==> src/rtl/sha256_block.sv <==
// sha256_block: single-block SHA-256 compression, one round per clock.
// Ports: clk, reset (async, active-high), start (sampled in IDLE),
//        h_block {H7..H0} chaining in, message {W0..W15} padded block,
//        h_out {H7'..H0'} result (held until next FINAL), done (1-cycle pulse).
module sha256_block #(
    parameter int NUM_ROUNDS = 64
) (
    input  logic         clk,
    input  logic         reset,
    input  logic         start,
    input  logic [255:0] h_block,
    input  logic [511:0] message,
    output logic [255:0] h_out,
    output logic         done
);
    typedef enum logic [1:0] {IDLE, ROUND, FINAL} state_t;
    localparam logic [31:0] K [64] = '{
        32'h428a2f98, 32'h71374491, 32'hb5c0fbcf, 32'he9b5dba5, 32'h3956c25b, 32'h59f111f1, 32'h923f82a4, 32'hab1c5ed5,
        32'hd807aa98, 32'h12835b01, 32'h243185be, 32'h550c7dc3, 32'h72be5d74, 32'h80deb1fe, 32'h9bdc06a7, 32'hc19bf174,
        32'he49b69c1, 32'hefbe4786, 32'h0fc19dc6, 32'h240ca1cc, 32'h2de92c6f, 32'h4a7484aa, 32'h5cb0a9dc, 32'h76f988da,
        32'h983e5152, 32'ha831c66d, 32'hb00327c8, 32'hbf597fc7, 32'hc6e00bf3, 32'hd5a79147, 32'h06ca6351, 32'h14292967,
        32'h27b70a85, 32'h2e1b2138, 32'h4d2c6dfc, 32'h53380d13, 32'h650a7354, 32'h766a0abb, 32'h81c2c92e, 32'h92722c85,
        32'ha2bfe8a1, 32'ha81a664b, 32'hc24b8b70, 32'hc76c51a3, 32'hd192e819, 32'hd6990624, 32'hf40e3585, 32'h106aa070,
        32'h19a4c116, 32'h1e376c08, 32'h2748774c, 32'h34b0bcb5, 32'h391c0cb3, 32'h4ed8aa4a, 32'h5b9cca4f, 32'h682e6ff3,
        32'h748f82ee, 32'h78a5636f, 32'h84c87814, 32'h8cc70208, 32'h90befffa, 32'ha4506ceb, 32'hbef9a3f7, 32'hc67178f2
    };
    state_t      state;
    logic [31:0] w [16];
    logic [31:0] a, b, c, d, e, f, g, h;
    logic [255:0] hs;
    logic [6:0]  t;
    logic [31:0] t1, t2, w_new;
    function automatic logic [31:0] rotr(input logic [31:0] x, input int n);
        return (x >> n) | (x << (32 - n));
    endfunction
    always_comb begin
        t1 = h + (rotr(e, 6) ^ rotr(e, 11) ^ rotr(e, 25)) + ((e & f) ^ (~e & g)) + K[t[5:0]] + w[0];
        t2 = (rotr(a, 2) ^ rotr(a, 13) ^ rotr(a, 22)) + ((a & b) ^ (a & c) ^ (b & c));
        w_new = (rotr(w[14], 17) ^ rotr(w[14], 19) ^ (w[14] >> 10)) + w[9]
              + (rotr(w[1], 7) ^ rotr(w[1], 18) ^ (w[1] >> 3)) + w[0];
    end
    always_ff @(posedge clk or posedge reset) begin
        if (reset) begin
            state <= IDLE;
            done  <= 1'b0;
            h_out <= '0;
            t     <= '0;
            hs    <= '0;
            {h, g, f, e, d, c, b, a} <= '0;
            for (int i = 0; i < 16; i++) w[i] <= '0;
        end else begin
            done <= (state == FINAL);
            case (state)
                IDLE: if (start) begin
                    for (int i = 0; i < 16; i++) w[i] <= message[511 - 32*i -: 32];
                    {h, g, f, e, d, c, b, a} <= h_block;
                    hs    <= h_block;
                    t     <= '0;
                    state <= ROUND;
                end
                ROUND: begin
                    {h, g, f, e, d, c, b, a} <= {g, f, e, d + t1, c, b, a, t1 + t2};
                    for (int i = 0; i < 15; i++) w[i] <= w[i+1];
                    w[15] <= w_new;
                    t     <= t + 7'd1;
                    if (t == 7'(NUM_ROUNDS - 1)) state <= FINAL;
                end
                FINAL: begin
                    h_out <= {hs[255:224] + h, hs[223:192] + g, hs[191:160] + f, hs[159:128] + e,
                              hs[127:96] + d, hs[95:64] + c, hs[63:32] + b, hs[31:0] + a};
                    state <= IDLE;
                end
                default: state <= IDLE;
            endcase
        end
    end
endmodule

==> config.mk <==
export PLATFORM = sky130hd
export DESIGN_NAME = sha256_block
export DESIGN_NICKNAME = d
export VERILOG_FILES = /design/src/rtl/sha256_block.sv
export SDC_FILE = /design/constraint.sdc
export NUM_CORES = 2
export LEC_CHECK = 0
export BUFFER_PORTS_ARGS = -buffer_cell sky130_fd_sc_hd__buf_2
export CAP_MARGIN = 30
export CORE_MARGIN = 2
export CORE_UTILIZATION = 25
export CTS_CLUSTER_DIAMETER = 100
export DETAILED_ROUTE_END_ITERATION = 7
export SYNTH_ARGS = -nofsm -noshare
export SYNTH_HDL_FRONTEND = slang
export SYNTH_SLANG_ARGS = --single-unit
==> constraint.sdc <==
create_clock -name clk -period 114.1 [get_ports clk]
set_input_delay 34.23 -clock clk [delete_from_list [all_inputs] [get_ports clk]]
set_output_delay 34.23 -clock clk [all_outputs]
set_load 0.005 [all_outputs]
After elaboration in Yosys (flattened, before gate mapping)
Memories as Yosys holds them, arrays and structs flattened.
Cells that the tools add are included.
{"block": "totals", "register_bits": 1290, "rom_bits": 2048, "out_inout_bits": 257, "wordCells": 113, "n_memories": 1}
{"block": "op_classes", "n_addsub": 19, "n_lt_le_gt_ge": 1, "n_eq_ne": 5, "muxes": 25, "n_bitwise": 28, "n_reduce_logical": 5}
{"memory": "(no name shown)", "words": 64, "width": 32, "rd": 1, "rd_ports_with_merged_regs": 0, "wr": 0, "line_no": "37", "rtl": "t1 = h + (rotr(e, 6) ^ rotr(e, 11) ^ rotr(e, 25)) + ((e & f) ^ (~e & g)) + K[t[5:0]] + w[0];"}
{"op": "512-bit case mux with 2 select lines", "count": 1}
{"op": "32-bit adder", "count": 18}
{"op": "512-bit 2-to-1 mux", "count": 1}
{"op": "32-bit case mux with 2 select lines", "count": 8}
{"op": "32-bit 2-to-1 mux", "count": 10}
{"op": "32-bit bitwise XOR", "count": 9}
{"op": "32-bit bitwise AND", "count": 5}
{"op": "32-bit inverter", "count": 1}
{"op": "10-bit by 32-bit OR with 32-bit output", "count": 1}
{"op": "13-bit by 32-bit OR with 32-bit output", "count": 1}
{"op": "14-bit by 32-bit OR with 32-bit output", "count": 1}
{"op": "15-bit by 32-bit OR with 32-bit output", "count": 1}
{"op": "19-bit by 32-bit OR with 32-bit output", "count": 1}
{"op": "21-bit by 32-bit OR with 32-bit output", "count": 1}
{"op": "25-bit by 32-bit OR with 32-bit output", "count": 1}
{"op": "26-bit by 32-bit OR with 32-bit output", "count": 1}
{"op": "30-bit by 32-bit OR with 32-bit output", "count": 1}
{"op": "7-bit by 32-bit OR with 32-bit output", "count": 1}
{"op": "32-bit by 22-bit bitwise XOR with 32-bit output", "count": 1}
{"op": "32-bit by 29-bit bitwise XOR with 32-bit output", "count": 1}
{"op": "7-bit case mux with 2 select lines", "count": 1}
{"op": "7-bit by 1-bit adder with 7-bit output (second input constant)", "count": 1}
{"op": "7-bit by 6-bit equality test with 1-bit output (second input constant)", "count": 1}
{"op": "7-bit greater-or-equal comparator (second input constant)", "count": 1}
{"op": "other kinds (10)", "count": 14}

Logic depth before layout (Yosys ltp)
{"block": "logic_depth", "depth_word": 9, "mapped_depth": 39, "mapped_depth_nobuf": 37}

Worst setup path after synthesis
No wires, ideal clock.
{"block": "synth_timing", "path_type": "in2reg", "startpoint": "in start", "endpoint": "reg a[0]", "setup_time_ps": 82, "arrival_ps": 35676, "t_required_ps": 114018, "setup_slack_ps": 78343, "stages": 8, "n_path_buf": 4, "path_cell_list": "clkbuf_1 -> inv_1 -> nor2_1 -> clkbuf_1 -> clkbuf_1 -> clkbuf_1 -> nand2_1 -> a31oi_1"}
{"block": "synth_between", "elab_chain_len": 2}
{"item": "start: declaration", "line_no": "10", "rtl": "input logic start,"}
{"item": "2-bit inequality test (no line)"}
{"item": "2-bit AND reduction (no line)"}
{"item": "end signal: assignment", "line_no": "56", "rtl": "{h, g, f, e, d, c, b, a} <= h_block;"}
{"item": "end signal: assignment", "line_no": "62", "rtl": "{h, g, f, e, d, c, b, a} <= {g, f, e, d + t1, c, b, a, t1 + t2};"}
{"item": "end: declaration", "line_no": "29", "rtl": "logic [31:0] a, b, c, d, e, f, g, h;"}
Every way passes these cells.
A chain may end at the register's enable or synchronous reset.

Worst setup path after layout
{"block": "layout_timing", "startpoint": "in start", "endpoint": "reg w[268] (netlist name)"}
{"block": "layout_between", "elab_chain_len": 2}
{"item": "2-bit inequality test (no line)"}
{"item": "2-bit AND reduction (no line)"}
{"item": "end: declaration", "line_no": "28", "rtl": "logic [31:0] w [16];"}
Every way passes these cells.

==> summary.md <==
| Metric | Value |
|---|---|
| Status | `complete, but fails checks` |
| Failing checks | `max-slew violations` |
| Remaining DRCs | `0` |
| Core box area | `323,500 µm²` |
| Area grow syn2layout | `18.50%` |
| Most common cell in the synthesized netlist | `nand2_1` |
| CTS Sinks | `around 1,300` |
| DIE HEIGHT | `573.4 µm` |
| Max capacitance violation total | `0` |
| Post-synth ARST share | `1.000` |
| Setup violations, final | `0` |
| Seq/Total Area, Yosys | `0.3983` |
| Synth unique cells | `96` |
| Critical path class | `in2reg` |
| Worst min path class | `reg2reg` |
| Layout cells sized above 1 | `0.1399` |
| Crit path capture type | `flop` |
| Clk pin slew, worst setup/hold paths | `60 ps` |
| TritonCTS clock tree | `built` |
| Mapped cell area | `81,050 µm²` |
| Final hold viol count | `0` |
| Post-CTS Setup Inserts | `0` |
| Die Wd | `573.4 µm` |
| Hold Buf Count CTS | `0` |
| DP Worst Slack | `75,650 ps` |
| Initial Util | `0.2506` |
| Register bit total from synthesis | `1,290` |
| Die Footprint | `between 300,000 and 400,000 µm²` |
| Fin crit period | `37,620 ps` |
| Clk Latency, worst-skew pair | `roughly 860 ps` |
| Post-synth net total | `around 11,000` |
| Overall Global Routing Usage | `0.2195` |
| Tcrit/Tclk final | `0.3297` |
| Routed vias | `75,610` |
| Crit path launch type | `primary input` |
| Worst path required time | `114,830 ps` |
| Synth Instances | `9,870` |
| CTS HTree Levels | `4` |
| Num rows | `209` |
| Biggest area consumer among synthesized cells | `dfrtp_1` |
| Slack of the critical path | `76,480 ps` |
| Clock Tree Buf Depth | `4` |
| Skew final | `67.03 ps` |
| Vias per cell | `between 5 and 6` |
| Post-Synthesis Mean Instance Area | `between 8 and 9 µm²` |
| Io pins | `1,028` |
| Pins Over Slew Limit | `116` |
| Crit path DAT | `roughly 38,000 ps` |
| Setup TNS Final | `0 ps` |
| Pre-antenna DRT Iters | `7` |
| GRT overflow | `0` |
| First-pass GRT wire length | `about 530,000 µm` |
| Root buf cell | `clkbuf_16` |
| Slew HR | `-0.2021` |
| Post-DP HPWL | `291,300 µm` |
| Top cells by count, synth | `nand2_1, dfrtp_1, nor2_1, a31oi_1, clkbuf_1` |
| Drt total wl | `374,000 µm` |
| Initial antenna violation count | `between 100 and 150` |
| Yosys synthesis warning count | `0` |
| # nets final | `11,900` |
| Num CTS Buffers | `around 160` |
| RSZ-0062 raised after global routing | `no` |
| Final ANT Viol Nets | `0` |
| Worst-path maximum fanout | `90` |
| Post-synth EDFFs | `0` |
| Leading post-synthesis cells by cell area | `dfrtp_1, nand2_1, ha_1, a31oi_1, fa_1` |
| Worst-margin pin slew | `1803 ps` |
| Routed WL per cell | `24.87 µm` |
| Final GP Congestion | `0.9607` |
| Number of global-route vias before repair | `just over 70,000` |
| Initial DRC count | `8,072` |
| Max Fclk | `26.58 MHz` |
| Largest net degree at the start of global routing | `243` |
| Yosys top cell area share | `0.3983` |
| Synth Flop Type | `dfrtp_1` |
| Post-CTS Resized | `0` |
| Port Buffers | `about 1,000` |
area by class of cell:
class / instances / area, µm²
Multi-Input combinational cell: 7452 / 44580
Sequential cell: 1290 / 32290
Clock inverter: 80 / 968.4
Tap cell: 4325 / 5411
Clock buffer: 214 / 4604
Timing Repair Buffer: 1127 / 6181
Antenna cell: 54 / 135.1
Inverter: 497 / 1873
Fill cell: 34780 / 227400
worst max-delay path, stage by stage:
cell,delay [ps]
buf_2,660
clkinv_1,300
nor2_4,130
buf_4,720
buf_4,860
buf_4,830
nand2_1,160
a31oi_1,200
through the flow:
stage          hold WS (ps)  instances  cell area, µm²    util
3_3_place_gp          450.7      14680           90080  0.2785
2_1_floorplan         442.1       9870           81050       -
5_1_grt               482.7      15010           95980  0.2967
3_5_place_dp          452.7      14690           90200  0.2788
4_1_cts               466.5      14980           95770  0.2961
6_report              462.6      15040           96040  0.2969
sequential cells by signal, summed over array words and instances, names as in the netlist:
| signal | cells |
|---|---|
| w | 512 |
| d | 32 |
| e | 32 |
| state | 2 |
| g | 32 |
| done | 1 |
| b | 32 |
| hs | 256 |
| c | 32 |
| t | 7 |
| h | 32 |
| a | 32 |
| h_out | 256 |
| f | 32 |
cells in the final DEF, fill, tap and decap left out, types with 29 or more instances in the layout:
cell       count
buf_4         81
buf_2       1028
nand2_1     2637
fa_1         197
nand3_1       63
nor2b_1       39
a21oi_1      385
o21bai_1      43
o22ai_1       43
and3_1        35
o211ai_1      31
diode_2       54
o31ai_1       34
nor3_1        96
o21a_1        53
ha_1         395
o21ai_0      517
clkbuf_16    166
xor2_1       265
a31oi_1      724
a21o_1       194
nor2_1       901
mux2_2        29
inv_1        492
a211oi_1      53
nand2b_1      62
xnor2_1      304
dfrtp_1     1286
cells by family after synthesis:
kind of cell               share of synthesized area
AOI/OAI and AO/OA                             0.1759
muxes                                       0.006993
DFF                                           0.3983
buffers and inverters                        0.05264
xor gates and xnor gates                     0.06160
adders and majority gates                     0.1100
and+or+nand+nor                               0.1945
path summary, 6_finish.rpt:
check                           startpoint         end  slack [ps]  cells after the start
max in group asynchronous            reset   h_out[35]       76810                      6
min in group asynchronous            reset      w[476]       33500                      2
worst max register to register        t[0]       a[30]      103630                     33
worst max-delay path                 start      w[268]       76480                      8
worst min-delay path            h_out[100]  h_out[100]         460                      2
worst min register to register  h_out[100]  h_out[100]         460                      2
metal layers:
metal,vias to the layer above,global-route usage,share of wire
met3,731,0.04911,0.083
met2,3414,0.3419,0.44
li1,34620,-,-
met4,78,0.09613,0.048
met5,-,0,0.0014
met1,36770,0.2905,0.42
Power is left out: the tool's default activity adds up to more than one toggle a clock period on the data nets, which glitch-free logic cannot reach.
